<file path="config.mk">
export PLATFORM = sky130hd
export DESIGN_NAME = axi_lite_lsu_flat
export DESIGN_NICKNAME = d
export VERILOG_FILES = /design/src/rtl/axi_lite_lsu_if.sv /design/src/rtl/axi_lite_lsu.sv /design/src/flat_wrapper.sv
export SDC_FILE = /design/constraint.sdc
export NUM_CORES = 1
export LEC_CHECK = 0
export ABC_AREA = 1
export BUFFER_PORTS_ARGS = -buffer_cell sky130_fd_sc_hd__buf_2
export CORE_ASPECT_RATIO = 1.25
export CORE_UTILIZATION = 44
export CTS_CLUSTER_DIAMETER = 120
export CTS_CLUSTER_SIZE = 28
export DETAILED_ROUTE_END_ITERATION = 6
export GPL_ROUTABILITY_DRIVEN = 0
export PLACE_DENSITY = 0.74
export SYNTH_ARGS = -nofsm -noshare
export SYNTH_HDL_FRONTEND = slang
export SYNTH_SLANG_ARGS = --single-unit
</file>
<file path="constraint.sdc">
create_clock -name clk -period 1.6 [get_ports clk]
set_clock_uncertainty 0.2 [all_clocks]
set_input_delay 0.24 -clock clk [delete_from_list [all_inputs] [get_ports clk]]
set_output_delay 0.24 -clock clk [all_outputs]
set_load 0.005 [all_outputs]
</file>
<file path="src/rtl/axi_lite_lsu_if.sv">
// rtl/axi_lite_lsu_if.sv - request/response and AXI4-lite bundle for the load/store unit
// master is the LSU side; slave is the core plus the external AXI memory.
interface axi_lite_lsu_if #(
  parameter int ADDR_WIDTH = 32,
  parameter int DATA_WIDTH = 32
);
  logic                    req_valid;
  logic                    req_ready;
  logic                    req_we;
  logic [ADDR_WIDTH-1:0]   req_addr;
  logic [1:0]              req_size;
  logic                    req_signed;
  logic [DATA_WIDTH-1:0]   req_wdata;
  logic                    resp_valid;
  logic [DATA_WIDTH-1:0]   resp_rdata;
  logic                    resp_err;

  logic                    axi_awvalid;
  logic                    axi_awready;
  logic [ADDR_WIDTH-1:0]   axi_awaddr;
  logic [2:0]              axi_awprot;
  logic                    axi_wvalid;
  logic                    axi_wready;
  logic [DATA_WIDTH-1:0]   axi_wdata;
  logic [DATA_WIDTH/8-1:0] axi_wstrb;
  logic                    axi_bvalid;
  logic                    axi_bready;
  logic [1:0]              axi_bresp;
  logic                    axi_arvalid;
  logic                    axi_arready;
  logic [ADDR_WIDTH-1:0]   axi_araddr;
  logic [2:0]              axi_arprot;
  logic                    axi_rvalid;
  logic                    axi_rready;
  logic [DATA_WIDTH-1:0]   axi_rdata;
  logic [1:0]              axi_rresp;

  modport master (
    input  req_valid, req_we, req_addr, req_size, req_signed, req_wdata,
    output req_ready, resp_valid, resp_rdata, resp_err,
    output axi_awvalid, axi_awaddr, axi_awprot, input axi_awready,
    output axi_wvalid, axi_wdata, axi_wstrb, input axi_wready,
    input  axi_bvalid, axi_bresp, output axi_bready,
    output axi_arvalid, axi_araddr, axi_arprot, input axi_arready,
    input  axi_rvalid, axi_rdata, axi_rresp, output axi_rready
  );

  modport slave (
    output req_valid, req_we, req_addr, req_size, req_signed, req_wdata,
    input  req_ready, resp_valid, resp_rdata, resp_err,
    input  axi_awvalid, axi_awaddr, axi_awprot, output axi_awready,
    input  axi_wvalid, axi_wdata, axi_wstrb, output axi_wready,
    output axi_bvalid, axi_bresp, input axi_bready,
    input  axi_arvalid, axi_araddr, axi_arprot, output axi_arready,
    output axi_rvalid, axi_rdata, axi_rresp, input axi_rready
  );
endinterface

</file>
<file path="src/rtl/axi_lite_lsu.sv">
// rtl/axi_lite_lsu.sv - load/store unit bridging core data requests onto an AXI4-lite master
// One access in flight; strobes/lane shifts generated here, loads extended on return.
module axi_lite_lsu #(
  parameter int         ADDR_WIDTH = 32,
  parameter int         DATA_WIDTH = 32,
  parameter logic [2:0] AXI_PROT   = 3'b000
) (
  input  logic           clk,
  input  logic           rst_n,
  axi_lite_lsu_if.master bus
);
  localparam int STRB_W = DATA_WIDTH / 8;
  localparam int LANE_W = $clog2(STRB_W);

  typedef enum logic [2:0] {
    S_IDLE, S_WRITE, S_WRESP, S_READ_ADDR, S_READ_DATA, S_DONE
  } state_e;

  state_e                state_q, state_d;
  logic [ADDR_WIDTH-1:0] addr_q, addr_d;
  logic [1:0]            size_q, size_d;
  logic                  signed_q, signed_d;
  logic                  awvalid_q, awvalid_d;
  logic                  wvalid_q, wvalid_d;
  logic                  arvalid_q, arvalid_d;
  logic                  bready_q, bready_d;
  logic                  rready_q, rready_d;
  logic [DATA_WIDTH-1:0] wdata_q, wdata_d;
  logic [STRB_W-1:0]     wstrb_q, wstrb_d;
  logic                  resp_valid_q, resp_valid_d;
  logic [DATA_WIDTH-1:0] resp_rdata_q, resp_rdata_d;
  logic                  resp_err_q, resp_err_d;

  logic [LANE_W-1:0]     req_lane, cur_lane;
  logic                  size_ok, aligned;
  logic [STRB_W-1:0]     byte_mask;
  logic [DATA_WIDTH-1:0] ld_shift, ld_mask, ld_result;
  logic                  ld_sign;
  logic                  unused_resp_lsb;

  assign req_lane        = bus.req_addr[LANE_W-1:0];
  assign cur_lane        = addr_q[LANE_W-1:0];
  assign unused_resp_lsb = bus.axi_bresp[0] ^ bus.axi_rresp[0];

  always_comb begin
    size_ok   = (bus.req_size != 2'd3) || (DATA_WIDTH == 64);
    aligned   = 1'b1;
    byte_mask = STRB_W'(8'h01);
    case (bus.req_size)
      2'd0: begin aligned = 1'b1;                  byte_mask = STRB_W'(8'h01); end
      2'd1: begin aligned = (req_lane[0] == 1'b0);   byte_mask = STRB_W'(8'h03); end
      2'd2: begin aligned = (req_lane[1:0] == 2'b00); byte_mask = STRB_W'(8'h0F); end
      default: begin aligned = (req_lane == '0);   byte_mask = STRB_W'(8'hFF); end
    endcase
  end

  // Load path: bring the addressed lane down to bit 0, then mask and extend.
  always_comb begin
    ld_shift = bus.axi_rdata >> {cur_lane, 3'b000};
    case (size_q)
      2'd0:    begin ld_mask = DATA_WIDTH'(8'hFF);         ld_sign = ld_shift[7];  end
      2'd1:    begin ld_mask = DATA_WIDTH'(16'hFFFF);      ld_sign = ld_shift[15]; end
      2'd2:    begin ld_mask = DATA_WIDTH'(32'hFFFF_FFFF); ld_sign = ld_shift[31]; end
      default: begin ld_mask = '1;                         ld_sign = ld_shift[DATA_WIDTH-1]; end
    endcase
    ld_result = (ld_shift & ld_mask) | ((signed_q && ld_sign) ? ~ld_mask : '0);
  end

  always_comb begin
    state_d      = state_q;
    addr_d       = addr_q;
    size_d       = size_q;
    signed_d     = signed_q;
    awvalid_d    = awvalid_q;
    wvalid_d     = wvalid_q;
    arvalid_d    = arvalid_q;
    bready_d     = bready_q;
    rready_d     = rready_q;
    wdata_d      = wdata_q;
    wstrb_d      = wstrb_q;
    resp_valid_d = 1'b0;
    resp_rdata_d = resp_rdata_q;
    resp_err_d   = resp_err_q;
    case (state_q)
      S_IDLE: begin
        if (bus.req_valid) begin
          addr_d   = bus.req_addr;
          size_d   = bus.req_size;
          signed_d = bus.req_signed;
          if (!size_ok || !aligned) begin
            state_d      = S_DONE;
            resp_valid_d = 1'b1;
            resp_err_d   = 1'b1;
            resp_rdata_d = '0;
          end else if (bus.req_we) begin
            state_d   = S_WRITE;
            awvalid_d = 1'b1;
            wvalid_d  = 1'b1;
            wdata_d   = bus.req_wdata << {req_lane, 3'b000};
            wstrb_d   = byte_mask << req_lane;
          end else begin
            state_d   = S_READ_ADDR;
            arvalid_d = 1'b1;
          end
        end
      end
      S_WRITE: begin
        // AW and W retire independently; B is only opened once both are gone.
        if (awvalid_q && bus.axi_awready) awvalid_d = 1'b0;
        if (wvalid_q && bus.axi_wready)   wvalid_d  = 1'b0;
        if (!awvalid_d && !wvalid_d) begin
          state_d  = S_WRESP;
          bready_d = 1'b1;
        end
      end
      S_WRESP: begin
        if (bus.axi_bvalid) begin
          state_d      = S_DONE;
          bready_d     = 1'b0;
          resp_valid_d = 1'b1;
          resp_err_d   = bus.axi_bresp[1];
          resp_rdata_d = '0;
        end
      end
      S_READ_ADDR: begin
        if (bus.axi_arready) begin
          state_d   = S_READ_DATA;
          arvalid_d = 1'b0;
          rready_d  = 1'b1;
        end
      end
      S_READ_DATA: begin
        if (bus.axi_rvalid) begin
          state_d      = S_DONE;
          rready_d     = 1'b0;
          resp_valid_d = 1'b1;
          resp_err_d   = bus.axi_rresp[1];
          resp_rdata_d = bus.axi_rresp[1] ? '0 : ld_result;
        end
      end
      S_DONE:  state_d = S_IDLE;
      default: state_d = S_IDLE;
    endcase
  end

  always_ff @(posedge clk or negedge rst_n) begin
    if (!rst_n) begin
      state_q      <= S_IDLE;
      addr_q       <= '0;
      size_q       <= '0;
      signed_q     <= 1'b0;
      awvalid_q    <= 1'b0;
      wvalid_q     <= 1'b0;
      arvalid_q    <= 1'b0;
      bready_q     <= 1'b0;
      rready_q     <= 1'b0;
      wdata_q      <= '0;
      wstrb_q      <= '0;
      resp_valid_q <= 1'b0;
      resp_rdata_q <= '0;
      resp_err_q   <= 1'b0;
    end else begin
      state_q      <= state_d;
      addr_q       <= addr_d;
      size_q       <= size_d;
      signed_q     <= signed_d;
      awvalid_q    <= awvalid_d;
      wvalid_q     <= wvalid_d;
      arvalid_q    <= arvalid_d;
      bready_q     <= bready_d;
      rready_q     <= rready_d;
      wdata_q      <= wdata_d;
      wstrb_q      <= wstrb_d;
      resp_valid_q <= resp_valid_d;
      resp_rdata_q <= resp_rdata_d;
      resp_err_q   <= resp_err_d;
    end
  end

  assign bus.req_ready   = (state_q == S_IDLE);
  assign bus.resp_valid  = resp_valid_q;
  assign bus.resp_rdata  = resp_rdata_q;
  assign bus.resp_err    = resp_err_q;
  assign bus.axi_awvalid = awvalid_q;
  assign bus.axi_awaddr  = addr_q;
  assign bus.axi_awprot  = AXI_PROT;
  assign bus.axi_wvalid  = wvalid_q;
  assign bus.axi_wdata   = wdata_q;
  assign bus.axi_wstrb   = wstrb_q;
  assign bus.axi_bready  = bready_q;
  assign bus.axi_arvalid = arvalid_q;
  assign bus.axi_araddr  = addr_q;
  assign bus.axi_arprot  = AXI_PROT;
  assign bus.axi_rready  = rready_q;
endmodule

</file>
<file path="src/flat_wrapper.sv">
// flat-port wrapper written by rule: the top's interface ports become plain ports
module axi_lite_lsu_flat 
#(
  parameter int         ADDR_WIDTH = 32,
  parameter int         DATA_WIDTH = 32,
  parameter logic [2:0] AXI_PROT   = 3'b000
)
  (clk, rst_n, bus_req_valid, bus_req_we, bus_req_addr, bus_req_size, bus_req_signed, bus_req_wdata, bus_req_ready, bus_resp_valid, bus_resp_rdata, bus_resp_err, bus_axi_awvalid, bus_axi_awaddr, bus_axi_awprot, bus_axi_awready, bus_axi_wvalid, bus_axi_wdata, bus_axi_wstrb, bus_axi_wready, bus_axi_bvalid, bus_axi_bresp, bus_axi_bready, bus_axi_arvalid, bus_axi_araddr, bus_axi_arprot, bus_axi_arready, bus_axi_rvalid, bus_axi_rdata, bus_axi_rresp, bus_axi_rready);
  axi_lite_lsu_if #(.ADDR_WIDTH(ADDR_WIDTH), .DATA_WIDTH(DATA_WIDTH)) bus_i ();
  input  logic clk;
  input  logic rst_n;
  input wire logic [$bits(bus_i.req_valid)-1:0] bus_req_valid;
  input wire logic [$bits(bus_i.req_we)-1:0] bus_req_we;
  input wire logic [$bits(bus_i.req_addr)-1:0] bus_req_addr;
  input wire logic [$bits(bus_i.req_size)-1:0] bus_req_size;
  input wire logic [$bits(bus_i.req_signed)-1:0] bus_req_signed;
  input wire logic [$bits(bus_i.req_wdata)-1:0] bus_req_wdata;
  output wire logic [$bits(bus_i.req_ready)-1:0] bus_req_ready;
  output wire logic [$bits(bus_i.resp_valid)-1:0] bus_resp_valid;
  output wire logic [$bits(bus_i.resp_rdata)-1:0] bus_resp_rdata;
  output wire logic [$bits(bus_i.resp_err)-1:0] bus_resp_err;
  output wire logic [$bits(bus_i.axi_awvalid)-1:0] bus_axi_awvalid;
  output wire logic [$bits(bus_i.axi_awaddr)-1:0] bus_axi_awaddr;
  output wire logic [$bits(bus_i.axi_awprot)-1:0] bus_axi_awprot;
  input wire logic [$bits(bus_i.axi_awready)-1:0] bus_axi_awready;
  output wire logic [$bits(bus_i.axi_wvalid)-1:0] bus_axi_wvalid;
  output wire logic [$bits(bus_i.axi_wdata)-1:0] bus_axi_wdata;
  output wire logic [$bits(bus_i.axi_wstrb)-1:0] bus_axi_wstrb;
  input wire logic [$bits(bus_i.axi_wready)-1:0] bus_axi_wready;
  input wire logic [$bits(bus_i.axi_bvalid)-1:0] bus_axi_bvalid;
  input wire logic [$bits(bus_i.axi_bresp)-1:0] bus_axi_bresp;
  output wire logic [$bits(bus_i.axi_bready)-1:0] bus_axi_bready;
  output wire logic [$bits(bus_i.axi_arvalid)-1:0] bus_axi_arvalid;
  output wire logic [$bits(bus_i.axi_araddr)-1:0] bus_axi_araddr;
  output wire logic [$bits(bus_i.axi_arprot)-1:0] bus_axi_arprot;
  input wire logic [$bits(bus_i.axi_arready)-1:0] bus_axi_arready;
  input wire logic [$bits(bus_i.axi_rvalid)-1:0] bus_axi_rvalid;
  input wire logic [$bits(bus_i.axi_rdata)-1:0] bus_axi_rdata;
  input wire logic [$bits(bus_i.axi_rresp)-1:0] bus_axi_rresp;
  output wire logic [$bits(bus_i.axi_rready)-1:0] bus_axi_rready;
  assign bus_i.req_valid = bus_req_valid;
  assign bus_i.req_we = bus_req_we;
  assign bus_i.req_addr = bus_req_addr;
  assign bus_i.req_size = bus_req_size;
  assign bus_i.req_signed = bus_req_signed;
  assign bus_i.req_wdata = bus_req_wdata;
  assign bus_req_ready = bus_i.req_ready;
  assign bus_resp_valid = bus_i.resp_valid;
  assign bus_resp_rdata = bus_i.resp_rdata;
  assign bus_resp_err = bus_i.resp_err;
  assign bus_axi_awvalid = bus_i.axi_awvalid;
  assign bus_axi_awaddr = bus_i.axi_awaddr;
  assign bus_axi_awprot = bus_i.axi_awprot;
  assign bus_i.axi_awready = bus_axi_awready;
  assign bus_axi_wvalid = bus_i.axi_wvalid;
  assign bus_axi_wdata = bus_i.axi_wdata;
  assign bus_axi_wstrb = bus_i.axi_wstrb;
  assign bus_i.axi_wready = bus_axi_wready;
  assign bus_i.axi_bvalid = bus_axi_bvalid;
  assign bus_i.axi_bresp = bus_axi_bresp;
  assign bus_axi_bready = bus_i.axi_bready;
  assign bus_axi_arvalid = bus_i.axi_arvalid;
  assign bus_axi_araddr = bus_i.axi_araddr;
  assign bus_axi_arprot = bus_i.axi_arprot;
  assign bus_i.axi_arready = bus_axi_arready;
  assign bus_i.axi_rvalid = bus_axi_rvalid;
  assign bus_i.axi_rdata = bus_axi_rdata;
  assign bus_i.axi_rresp = bus_axi_rresp;
  assign bus_axi_rready = bus_i.axi_rready;
  axi_lite_lsu #(.ADDR_WIDTH(ADDR_WIDTH), .DATA_WIDTH(DATA_WIDTH), .AXI_PROT(AXI_PROT)) u_core (.clk(clk), .rst_n(rst_n), .bus(bus_i));
endmodule
</file>
==> flow_summary.ini, run 1 <==
[timing]
setup_violations = 66
maxSlewHeadroom = 0.616
tightestPinTransition_ns = 0.572
slew_viol_final = 0
fin_ws_ns = -0.159
setup_tns_ns = -5.99
fin_crit_ns = 1.76
rsz0062_at_grt = true
whs_ns = 0.0202
max_freq_ghz = 0.568
finalCritPeriodShare = 1.10
final_hold_viol_count = 0

[setup_path]
start_kind = flip-flop
worstSetupPathType = reg2reg
r2r_cells = 8
cp_data_arrival_time_ns = 1.87
path_cells = nor2_4 > nand3_4 > nor2_4 > nand2_4 > inv_8 > buf_12 > nand2_8 > o21ai_1
max_stage_delay_ns = 0.44
reg2reg_to = u_core.bus.axi_wdata[11]$_DFFE_PN0P_
cp-end-kind = flip-flop
path_max_fanout = 9
reg2reg_from = u_core.state_q[1]$_DFFE_PN0P_
critPathSlowestCell = dfrtp_2
worst_path_most_repeated_cell = nor2_4
required_ns = 1.71
r2r_setup_slack_ns = -0.16

[clock_network]
cts_root_buf = clkbuf_16
cts_tree = built
htree_levels = 4
cts_buffers = 17
cts_max_path_buffers = 2
clock_latency_ns = 0.41
cts.sinks = 113
clkTransAtPathRegs_ns = 0.06

[route]
dr.pass1.iters = 5
drt_iter0_drc = 513
dr_total_vias = 6921
routedWlPerCell_um = 16.2
routed_wl_um = 21900
routed_via_density = 5.14
ant_nets = 0
drt_drc_violations_left = 0

[hold_path]
holdPathEnd = u_core.bus.axi_wstrb[1]$_DFFE_PN0P_
worstHoldPathCells = 3
hold_class = in2reg
min_from = bus_req_size[0]

[floorplanning]
ioPinCount = 258
die_w_um = 107
rows = 47
die-area_um2 = 14300
core_um2 = 13400
start_util = 0.455
fp.dieH_um = 134

[pwr]
pwr_density_cell_nw_per_um2 = 1710
peakVddDrop_mv = 0.875
leakage_nw = 5.33
power_w = 0.0168

[global_route]
grt_max_degree = 54
grt_pass1_vias = 6255
grt_pass1_wl_um = 29500
grt_overflow_total = 0
grtUsageTotal = 0.265
antenna_found_initial = 0

[place]
place_hpwl_um = 13000
dp.cells = 1221
io_buffer_count = 249

[cells_and_area]
nNetsFinal = 1274
stdcell_count = 1346
diodes = 0
drive_gt1_frac = 0.416
areaGrowthSynthToFinish_pct = 60.1

[synth]
ys_seq_elements = 113
ys_top_cells_by_area = dfrtp_1 (46%), nand2_1 (22%), o21ai_0 (6.2%)
ys_async_sr_fraction = 1.00
yosysWarnings = 0
yosysTopAreaCell = dfrtp_1
synth_cell_types = 29
syn_inst = 830
synth_ff_type = dfrtp_1
synth_top_area_frac = 0.463
synthesis.area_um2 = 6100
ys_seq_area_frac = 0.463
synth_edf_count = 0
syn_avg_cell_area_um2 = 7.35

[run_status]
failed_checks = negative setup slack
outcome = complete, but fails checks

[job]
maxCapViolations = 0
[registers in the layout, summed over array words and instances, names as in the netlist, 2 cells and up]
register               count
u_core.bus.axi_wdata      32
u_core.size_q              2
u_core.bus.axi_wstrb       4
u_core.bus.axi_araddr     32
u_core.state_q             3
u_core.bus.resp_rdata     32
[layout by cell type, fill, tap and decap left out, drive strengths merged]
cell type	count
a31oi	10
dfrtp	113
clkbuf	28
o31ai	2
o211ai	8
buf	322
nor3	2
clkinvlp	3
nand3b	1
nor2	47
clkinv	7
inv	62
nand2	359
conb	6
nand3	44
a21oi	18
o21ai	84
bufinv	3
dlygate4sd3	54
a21boi	2
[synth_stat cells (8+ instances only)]
library cell / n
a21oi_1: 18
a31oi_1: 10
buf_2: 21
buf_4: 44
dfrtp_1: 113
inv_1: 53
nand2_1: 351
nand2_2: 8
nand3_1: 40
nor2_1: 40
o211ai_1: 8
o21ai_0: 75
o21ai_1: 9
[where the power goes]
part           internal (W)  switching, W
Sequential          0.00401      0.000976
Combinational       0.00369       0.00412
Clock               0.00251       0.00145
Total                0.0102       0.00654
[area by class of cell]
cell class | instances | area (um2)
fillers | 992 | 3640
multi-input cells | 583 | 2990
repair buffers | 386 | 2850
flip-flops and latches | 113 | 2830
clock buffers | 18 | 439
inverters | 61 | 259
well taps | 171 | 214
clock inverters | 14 | 181
[cell families after synthesis]
kind of cell / after synthesis / share of synthesized area
AOI/OAI and AO/OA: 124 / 0.109
buffers and inverters: 141 / 0.127
DFF: 113 / 0.463
other: 1 / 0.000615
and+or+nand+nor: 451 / 0.300
[how the worst max path moves through the flow]
stage,start,end,slack (ns)
after CTS,u_core.state_q[0]$_DFFE_PN0P_,bus_req_ready,-0.12
final,u_core.state_q[1]$_DFFE_PN0P_,u_core.bus.axi_wdata[11]$_DFFE_PN0P_,-0.16
after floorplan,u_core.bus.axi_araddr[0]$_DFFE_PN0P_,u_core.bus.resp_rdata[23]$_DFFE_PN0P_,0.008
after global placement,u_core.state_q[2]$_DFFE_PN0P_,u_core.signed_q$_DFFE_PN0P_,-0.12
after global routing,u_core.state_q[1]$_DFFE_PN0P_,u_core.bus.axi_wdata[11]$_DFFE_PN0P_,-0.25
after detailed placement,u_core.state_q[2]$_DFFE_PN0P_,u_core.signed_q$_DFFE_PN0P_,-0.15
[per-layer routing]
| metal | global-route usage | up-vias | routed length (um) |
|---|---|---|---|
| met4 | 0.104 | 0 | 931 |
| met2 | 0.492 | 359 | 11600 |
| met5 | 0 | - | 0 |
| met3 | 0.0455 | 79 | 1520 |
| met1 | 0.295 | 3237 | 7820 |
| li1 | - | 3246 | - |
[stage by stage]
step | worst slack [ns] | instance area (um2) | util
after floorplan | 0.00772 | 6130 | -
after global routing | -0.249 | 9770 | 0.729
final | -0.159 | 9770 | 0.729
after global placement | -0.122 | 7480 | 0.558
after detailed placement | -0.148 | 7480 | 0.558
after CTS | -0.118 | 8890 | 0.663
[timing repair]
item / in CTS / in global routing
gates cloned: 4 / 17
buffers inserted: 6 / 15
endpoints found under the setup margin: 68 / 108
hold buffers: 54 / 0
endpoints found under the hold margin: 166 / 0
pin swaps: 2 / 21
gates resized for setup: 37 / 161
[critical path: cells and delay by family, from the launching register on]
kind            cells  cell delay, ns
buf+inv             2            0.23
simple gates        5            0.57
compound gates      1            0.21
flops               1            0.44
(Power assumes the default switching activity.)
==> inputs of run 2 (changes only) <==
--- a/config.mk
+++ b/config.mk
@@ -8,12 +8,12 @@
 export ABC_AREA = 1
 export BUFFER_PORTS_ARGS = -buffer_cell sky130_fd_sc_hd__buf_2
 export CORE_ASPECT_RATIO = 1.25
-export CORE_UTILIZATION = 44
+export CORE_UTILIZATION = 30
 export CTS_CLUSTER_DIAMETER = 120
 export CTS_CLUSTER_SIZE = 28
 export DETAILED_ROUTE_END_ITERATION = 6
 export GPL_ROUTABILITY_DRIVEN = 0
-export PLACE_DENSITY = 0.74
+export PLACE_DENSITY = 0.53
 export SYNTH_ARGS = -nofsm -noshare
 export SYNTH_HDL_FRONTEND = slang
 export SYNTH_SLANG_ARGS = --single-unit
==> run 2 against run 1 <==
Effect of this change: the flow still finishes with violations (negative setup slack); clock-buffer cell count up 2; worst hold slack got worse by 0.0045 ns; worst setup slack improved by 0.0041 ns; non-clock buffer count fell by 4; critical path type unchanged; largest power group unchanged.
==> flow_summary.ini, run 2 (synthesized netlist as in run 1, its figures left out) <==
[run_status]
outcome = complete, but fails checks
failed_checks = negative setup slack

[global_route]
grtUsageTotal = 0.191
grt_pass1_wl_um = 31000
grt_overflow_total = 0
antenna_found_initial = 0
grt_pass1_vias = 6220
grt_max_degree = 45

[setup_path]
r2r_setup_slack_ns = -0.16
cp_data_arrival_time_ns = 1.85
reg2reg_to = u_core.bus.resp_rdata[1]$_DFFE_PN0P_
cp-end-kind = flip-flop
r2r_cells = 9
required_ns = 1.70
reg2reg_from = u_core.state_q[0]$_DFFE_PN0P_
path_max_fanout = 10
start_kind = flip-flop
worstSetupPathType = reg2reg

[job]
maxCapViolations = 0

[route]
met2RoutedLength_um = 10600
dr.pass1.iters = 4
drt_drc_violations_left = 0
routed.top_layer = met4
drt_iter0_drc = 287
routed_via_density = 4.50
routed_wl_um = 20500
met3_length_um = 1180
routedWlPerCell_um = 14.3
wl_met1_um = 8410
ant_nets = 0
dr_total_vias = 6469

[clock_network]
cts.sinks = 113
cts_root_buf = clkbuf_16
clkTransAtPathRegs_ns = 0.06
cts_buffers = 17
htree_levels = 4
cts_max_path_buffers = 2
clock_latency_ns = 0.40
cts_tree = built

[cells_and_area]
drive_gt1_frac = 0.392
final_cell_mix = nand2_1 (302), buf_2 (248), dfrtp_1 (113), dlygate4sd3_1 (58), inv_1 (51)
finalCoreUtilization = 0.489
final_common_cell = nand2_1
diodes = 0
nNetsFinal = 1270
fin_area_um2 = 9630
areaGrowthSynthToFinish_pct = 57.9

[hold_path]
holdPathEnd = u_core.bus.resp_rdata[5]$_DFFE_PN0P_
hold_class = in2reg
worstHoldPathCells = 5
min_from = bus_axi_rdata[5]

[floorplanning]
core_um2 = 19700
die-area_um2 = 20900
start_util = 0.310
die_w_um = 130
rows = 57
fp.dieH_um = 161
ioPinCount = 258

[timing]
final_hold_viol_count = 0
setup_violations = 73
rsz0062_at_grt = true
fin_ws_ns = -0.155
fin_crit_ns = 1.76
max_freq_ghz = 0.570
slew_viol_final = 0
finalCritPeriodShare = 1.10

[place]
io_buffer_count = 249
place_area_um2 = 7690
place_hpwl_um = 14100

[pwr]
peakVddDrop_mv = 0.942
leakage_nw = 5.26
pwr_density_cell_nw_per_um2 = 1690
-- run 2: worst max path at each step --
stage	startpoint	to	slack (ns)	cells after the start
2_1_floorplan	u_core.bus.axi_araddr[0]$_DFFE_PN0P_	u_core.bus.resp_rdata[23]$_DFFE_PN0P_	0.008	11
3_3_place_gp	u_core.bus.axi_araddr[0]$_DFFE_PN0P_	u_core.bus.resp_rdata[5]$_DFFE_PN0P_	-0.09	7
3_5_place_dp	u_core.bus.axi_araddr[0]$_DFFE_PN0P_	u_core.bus.resp_rdata[5]$_DFFE_PN0P_	-0.1	7
4_1_cts	u_core.state_q[0]$_DFFE_PN0P_	bus_req_ready	-0.15	5
5_1_grt	u_core.state_q[0]$_DFFE_PN0P_	u_core.bus.axi_wdata[6]$_DFFE_PN0P_	-0.22	8
6_report	u_core.state_q[0]$_DFFE_PN0P_	u_core.bus.resp_rdata[1]$_DFFE_PN0P_	-0.16	9
-- run 2: per-layer routing --
metal | vias to the layer above | track usage
met1 | 3013 | 0.220
met4 | 0 | 0.0581
met3 | 20 | 0.0507
met2 | 202 | 0.341
met5 | - | 0
li1 | 3234 | -
-- run 2: through the flow --
stage	setup TNS, ns	instances	power, W	setup slack, ns	hold WS (ns)
5_1_grt	-14.60	1436	0.0175	-0.217	0.0277
2_1_floorplan	0	835	0.00849	0.00772	-0.256
4_1_cts	-5.42	1427	0.0154	-0.153	0.00214
6_report	-8.13	1436	0.0163	-0.155	0.0157
3_5_place_dp	-2.26	1329	0.0110	-0.0979	-0.0418
3_3_place_gp	-1.53	1329	0.0110	-0.0913	-0.0410
-- run 2: layout make-up --
cell class / instances / area, um2
fillers: 2008 / 10100
multi-input cells: 583 / 2900
flip-flops and latches: 113 / 2830
repair buffers: 382 / 2730
clock buffers: 20 / 457
well taps: 265 / 332
inverters: 61 / 256
clock inverters: 12 / 134
-- run 2: what timing repair did --
action	4_1_cts	5_1_grt
hold endpoints to repair	171	0
gates cloned	3	6
hold buffers	58	0
pin swaps	4	36
setup buffers	5	6
setup endpoints to repair	39	112
resized for setup	55	119
-- run 2: report_power, final --
| group | leakage [nW] | switching (W) | internal [W] | total (W) |
|---|---|---|---|---|
| Sequential | 1.47 | 0.000827 | 0.00401 | 0.00483 |
| Clock | 0.275 | 0.00140 | 0.00238 | 0.00378 |
| Combinational | 3.51 | 0.00402 | 0.00364 | 0.00767 |
| Total | 5.26 | 0.00626 | 0.0100 | 0.0163 |
-- run 2: worst max-delay path, cell delays in order, from the launching register on --
cell	delay, ns
dfrtp_1	0.41
buf_6	0.14
nor2_4	0.14
nand3_4	0.12
nor2_4	0.18
nor2_8	0.08
buf_12	0.14
buf_12	0.13
nand2_1	0.05
nand2_1	0.05
